File: src/rtl/ps_pkg.sv
// Shared definitions for the 8-bit comma-aligned serial link (transmitter and receiver).
package ps_pkg;

  localparam int unsigned PS_BYTE_W = 8;
  localparam int unsigned PS_BIT_CNT_W = $clog2(PS_BYTE_W);
  localparam logic [PS_BYTE_W-1:0] PS_COMMA = 8'hBC;

  typedef enum logic [1:0] {
    StReset,
    StSync,
    StRun
  } ps_tx_state_t;

endpackage

File: src/rtl/ps_bit_timer.sv
// Bit position counter within a byte slot; strobes load on the last bit or when forced.
module ps_bit_timer
  import ps_pkg::*;
(
  input  logic                    clk,
  input  logic                    reset,
  input  logic                    force_load,
  output logic [PS_BIT_CNT_W-1:0] bit_cnt,
  output logic                    load
);

  localparam logic [PS_BIT_CNT_W-1:0] BitLast = PS_BIT_CNT_W'(PS_BYTE_W - 1);

  logic [PS_BIT_CNT_W-1:0] bit_cnt_d, bit_cnt_q;

  always_comb begin
    load = force_load || (bit_cnt_q == BitLast);
    if (reset || load) begin
      bit_cnt_d = '0;
    end else begin
      bit_cnt_d = bit_cnt_q + 1'b1;
    end
  end

  always_ff @(posedge clk) begin
    bit_cnt_q <= bit_cnt_d;
  end

  assign bit_cnt = bit_cnt_q;

endmodule

File: src/rtl/ps_tx_serializer.sv
// Parallel-to-serial transmitter: comma preamble, then MSB-first bytes with comma fill.
// Optional saturating byte_cnt port when PS_TX_BYTE_CNT_EN is defined.
module ps_tx_serializer
  import ps_pkg::*;
#(
  parameter int unsigned           SYNC_BYTES = 4,
  parameter logic [PS_BYTE_W-1:0] IDLE_BYTE  = PS_COMMA
) (
  input  logic                 clk_32f,
  input  logic                 reset,
  input  logic [PS_BYTE_W-1:0] data_in,
  input  logic                 valid_in,
  output logic                 ready_out,
  output logic                 data_out,
  output logic                 active_out
`ifdef PS_TX_BYTE_CNT_EN
  ,
  output logic [15:0]          byte_cnt
`endif
);

  localparam logic [3:0] SyncLast = 4'(SYNC_BYTES - 1);

  ps_tx_state_t state_d, state_q;
  logic [PS_BYTE_W-1:0] shift_d, shift_q;
  logic [3:0] sync_cnt_d, sync_cnt_q;
  logic [PS_BIT_CNT_W-1:0] bit_cnt;
  logic load;
  logic handshake;

  ps_bit_timer u_bit_timer (
    .clk        (clk_32f),
    .reset      (reset),
    .force_load (state_q == StReset),
    .bit_cnt    (bit_cnt),
    .load       (load)
  );

  always_ff @(posedge clk_32f) begin
    if (reset) begin
      state_q <= StReset;
    end else begin
      state_q <= state_d;
    end
  end

  always_comb begin
    state_d = state_q;
    unique case (state_q)
      StReset: state_d = (SYNC_BYTES == 1) ? StRun : StSync;
      StSync:  if (load && (sync_cnt_q == SyncLast)) state_d = StRun;
      StRun:   state_d = StRun;
      default: state_d = StReset;
    endcase
  end

  always_comb begin
    ready_out  = (state_q == StRun) && (bit_cnt == PS_BIT_CNT_W'(PS_BYTE_W - 1));
    active_out = (state_q == StRun);
  end

  assign handshake = valid_in && ready_out;

  always_comb begin
    shift_d    = {shift_q[PS_BYTE_W-2:0], 1'b0};
    sync_cnt_d = sync_cnt_q;
    if (load) begin
      unique case (state_q)
        StReset: begin
          shift_d    = IDLE_BYTE;
          sync_cnt_d = 4'd1;
        end
        StSync: begin
          shift_d    = IDLE_BYTE;
          sync_cnt_d = sync_cnt_q + 4'd1;
        end
        StRun:   shift_d = handshake ? data_in : IDLE_BYTE;
        default: shift_d = IDLE_BYTE;
      endcase
    end
  end

  always_ff @(posedge clk_32f) begin
    if (reset) begin
      shift_q    <= '0;
      sync_cnt_q <= '0;
    end else begin
      shift_q    <= shift_d;
      sync_cnt_q <= sync_cnt_d;
    end
  end

  assign data_out = shift_q[PS_BYTE_W-1];

`ifdef PS_TX_BYTE_CNT_EN
  logic [15:0] byte_cnt_q;

  always_ff @(posedge clk_32f) begin
    if (reset) begin
      byte_cnt_q <= '0;
    end else if (handshake && (byte_cnt_q != 16'hFFFF)) begin
      byte_cnt_q <= byte_cnt_q + 16'd1;
    end
  end

  assign byte_cnt = byte_cnt_q;
`endif

endmodule

File: config.mk
export PLATFORM = sky130hd
export DESIGN_NAME = ps_tx_serializer
export DESIGN_NICKNAME = d
export VERILOG_FILES = /design/src/rtl/ps_pkg.sv /design/src/rtl/ps_bit_timer.sv /design/src/rtl/ps_tx_serializer.sv
export SDC_FILE = /design/constraint.sdc
export NUM_CORES = 1
export LEC_CHECK = 0
export CAP_MARGIN = 5
export CORE_UTILIZATION = 49
export CTS_BUF_LIST = sky130_fd_sc_hd__clkbuf_16
export DETAILED_ROUTE_END_ITERATION = 8
export HOLD_SLACK_MARGIN = 0.02
export PLACE_DENSITY = 0.81
export SLEW_MARGIN = 40
export SYNTH_ARGS = -nofsm -noshare
export SYNTH_HDL_FRONTEND = slang
export SYNTH_HIERARCHICAL = 1
export SYNTH_SLANG_ARGS = --single-unit
File: constraint.sdc
create_clock -name clk_32f -period 1.96 [get_ports clk_32f]
set_input_delay 0.294 -clock clk_32f [delete_from_list [all_inputs] [get_ports clk_32f]]
set_output_delay 0.294 -clock clk_32f [all_outputs]
set_load 0.01 [all_outputs]
==> out/results.ini <==
[run_status]
outcome = complete, no violations

[power_and_ir_drop]
cellPowerDensity_mw_per_mm2 = 1410
leakagePower_nw = 0.394
peakVddDrop_v = 0.000989

[timing]
hold_violations = 0
fin_skew_ns = 0.000923
max_slew_margin = 0.837
worst_slew_pin_slew_ns = 0.241
period_needed_ns = 1.90
tns_ns = 0
setup_viol = 0
rsz0062_at_grt = false
fin_crit_sh = 0.972
slew_violations = 0
fmax_ghz = 0.525

[grt]
overflow = 0
grt_pass1_vias = 585
grt_max_degree = 22
grt_pass1_wl_um = 2330
antenna_found_initial = 0
grt.total_usage = 0.176

[cells_and_area]
finalInstanceArea_sq_mm = 0.00100
antenna_cells = 0
nNetsFinal = 116
fillCellCount = 106
synthToLayoutAreaGrowth_pct = 30.6
drive_gt1_frac = 0.0918

[floorplan]
rows = 13
initial_core_util = 0.557
die_h_um = 41.6
die-area_sq_mm = 0.00173
core_sq_mm = 0.00138
die_w_um = 41.6
ios = 14

[route]
route.detailed.drc = 0
routed_via_density = 5.32
dr.pass1.iters = 3
routed_wl_um = 1430
ant_nets = 0
wl_per_cell_um = 12.7
num_vias = 601
dr.first_iter.drc_count = 10

[place]
dp_hpwl_um = 971
portBuffers = 13
place_area_sq_um = 920
place_congestion = 0.797

[clock_network]
cts_buffers = 3
clkTransAtPathRegs_ns = 0.05
clk_latency_ns = 0.25
clk_path_buf_depth = 2
cts_tree = done
htree_levels = 1
postCtsSetupBuffers = 0
cts_root_buffer = clkbuf_16
clock-sinks = 17

[logic_synthesis]
ys_top_cells_by_area = dfxtp_1 44%, ha_1 9.8%, nor2_1 5.4%
syn_avg_cell_area_sq_um = 9.38
synth_area_sq_um = 769
ys_ff_latch = 17
ys_types = 28
synth_edf_count = 0
yosys_warnings = 6
ys.flop_type = dfxtp_1
synth.net_count = 99
synthCells = 82
synth_top_area_share = 0.442
synth_area_leader_cell = dfxtp_1
ys_seq_area_frac = 0.442
async_reset_ff_frac = 0

[setup_path]
critPathMaxFanout = 6
crit_arrival_ns = 1.61
path_class = flip-flop to output port
cp.required_ns = 1.67
cp-end-kind = output port
critPathLaunchType = flip-flop

[hold_path]
hp-class = flip-flop to flip-flop

[run]
drv_cap = 0

==> worst max-delay path: stages (launching register included) <==
cell and delay (ns):
dfxtp_1 0.38, ha_2 0.22, and4_4 0.23, clkdlybuf4s50_1 0.53
==> state kept, by name, indices dropped and copies added (netlist names) <==
| name | flops |
|---|---|
| shift_q | 8 |
| sync_cnt_q | 4 |
| u_bit_timer/bit_cnt | 3 |
| state_q | 2 |
==> cells by family (layout without fill, tap and decap cells) <==
kind of cell               count (synthesis)  count (layout)  synth area share
AOI/OAI and AO/OA                         11              11            0.0992
adders and majority gates                  6               6            0.0976
buffers and inverters                      7              23            0.0374
DFF                                       17              17             0.442
muxes                                      3               3            0.0390
and+or+nand+nor                           38              38             0.285
==> Yosys cell counts (all sizes together) (2+ instances only) <==
library cell  instances
inv                   4
nand2                 3
buf                   2
nor4b                 2
dfxtp                17
nand3                 4
nand2b                6
a21oi                 2
nor2                 11
nor2b                 2
mux2i                 3
o32ai                 2
o21a                  5
ha                    6
==> layout make-up <==
type | instances | area, sq um | share of cell area
inverter | 4 | 15.0 | 0.0149
clock buffer | 3 | 75.1 | 0.0747
tap | 15 | 18.8 | 0.0187
sequential | 17 | 340 | 0.339
timing repair buffer | 15 | 145 | 0.144
clock inverter | 1 | 5.00 | 0.00498
multi-input combinational | 58 | 405 | 0.403
==> metrics by stage <==
step | hold WS, ns | setup WS [ns] | instances | util | power [mW]
3_5_place_dp | 0.434 | 0.236 | 109 | 0.665 | 1.01
4_1_cts | 0.445 | 0.0225 | 113 | 0.723 | 1.43
2_1_floorplan | 0.371 | 0.424 | 82 | - | 0.858
3_3_place_gp | 0.425 | 0.280 | 109 | 0.665 | 0.989
6_report | 0.454 | 0.0551 | 113 | 0.727 | 1.42
5_1_grt | 0.477 | 0.0136 | 113 | 0.727 | 1.51
==> per-layer routing <==
layer	vias up	GRT usage	wire length, um
met5	-	0	0
met3	0	0.0652	37
met2	8	0.353	769
met1	279	0.164	623
li1	314	-	-
met4	0	0.0387	0
==> final timing paths <==
path / end / start / slack (ns) / depth (start not counted)
worst max-delay path: ready_out / state_q[1] / 0.06 / 3
worst min-delay path: u_bit_timer/bit_cnt[0] / u_bit_timer/bit_cnt[0] / 0.45 / 1
worst max register to register: state_q[0] / u_bit_timer/bit_cnt[0] / 0.20 / 6
worst min register to register: u_bit_timer/bit_cnt[0] / u_bit_timer/bit_cnt[0] / 0.45 / 1
==> cell usage in the layout (no fill, tap or decap), drive strengths merged, types with 2 or more instances in the layout <==
| cell type | instances |
|---|---|
| dfxtp | 17 |
| clkdlybuf4s50 | 13 |
| nor2 | 11 |
| nand2b | 6 |
| ha | 6 |
| o21a | 5 |
| inv | 4 |
| nand3 | 4 |
| mux2i | 3 |
| nand2 | 3 |
| clkbuf | 3 |
| o32ai | 2 |
| nor2b | 2 |
| a21oi | 2 |
| buf | 2 |
| nor4b | 2 |
==> timing repair <==
item | CTS | global route
resized for setup | 0 | 2
hold buffers | 0 | 0
endpoints found under the setup margin | 0 | 1
==> power breakdown <==
part / switching, mW / internal, mW
sequential: 0.0497 / 0.434
combinational: 0.273 / 0.257
clock: 0.130 / 0.273
total: 0.453 / 0.964
Note: power is estimated with default switching activity, not from simulation.
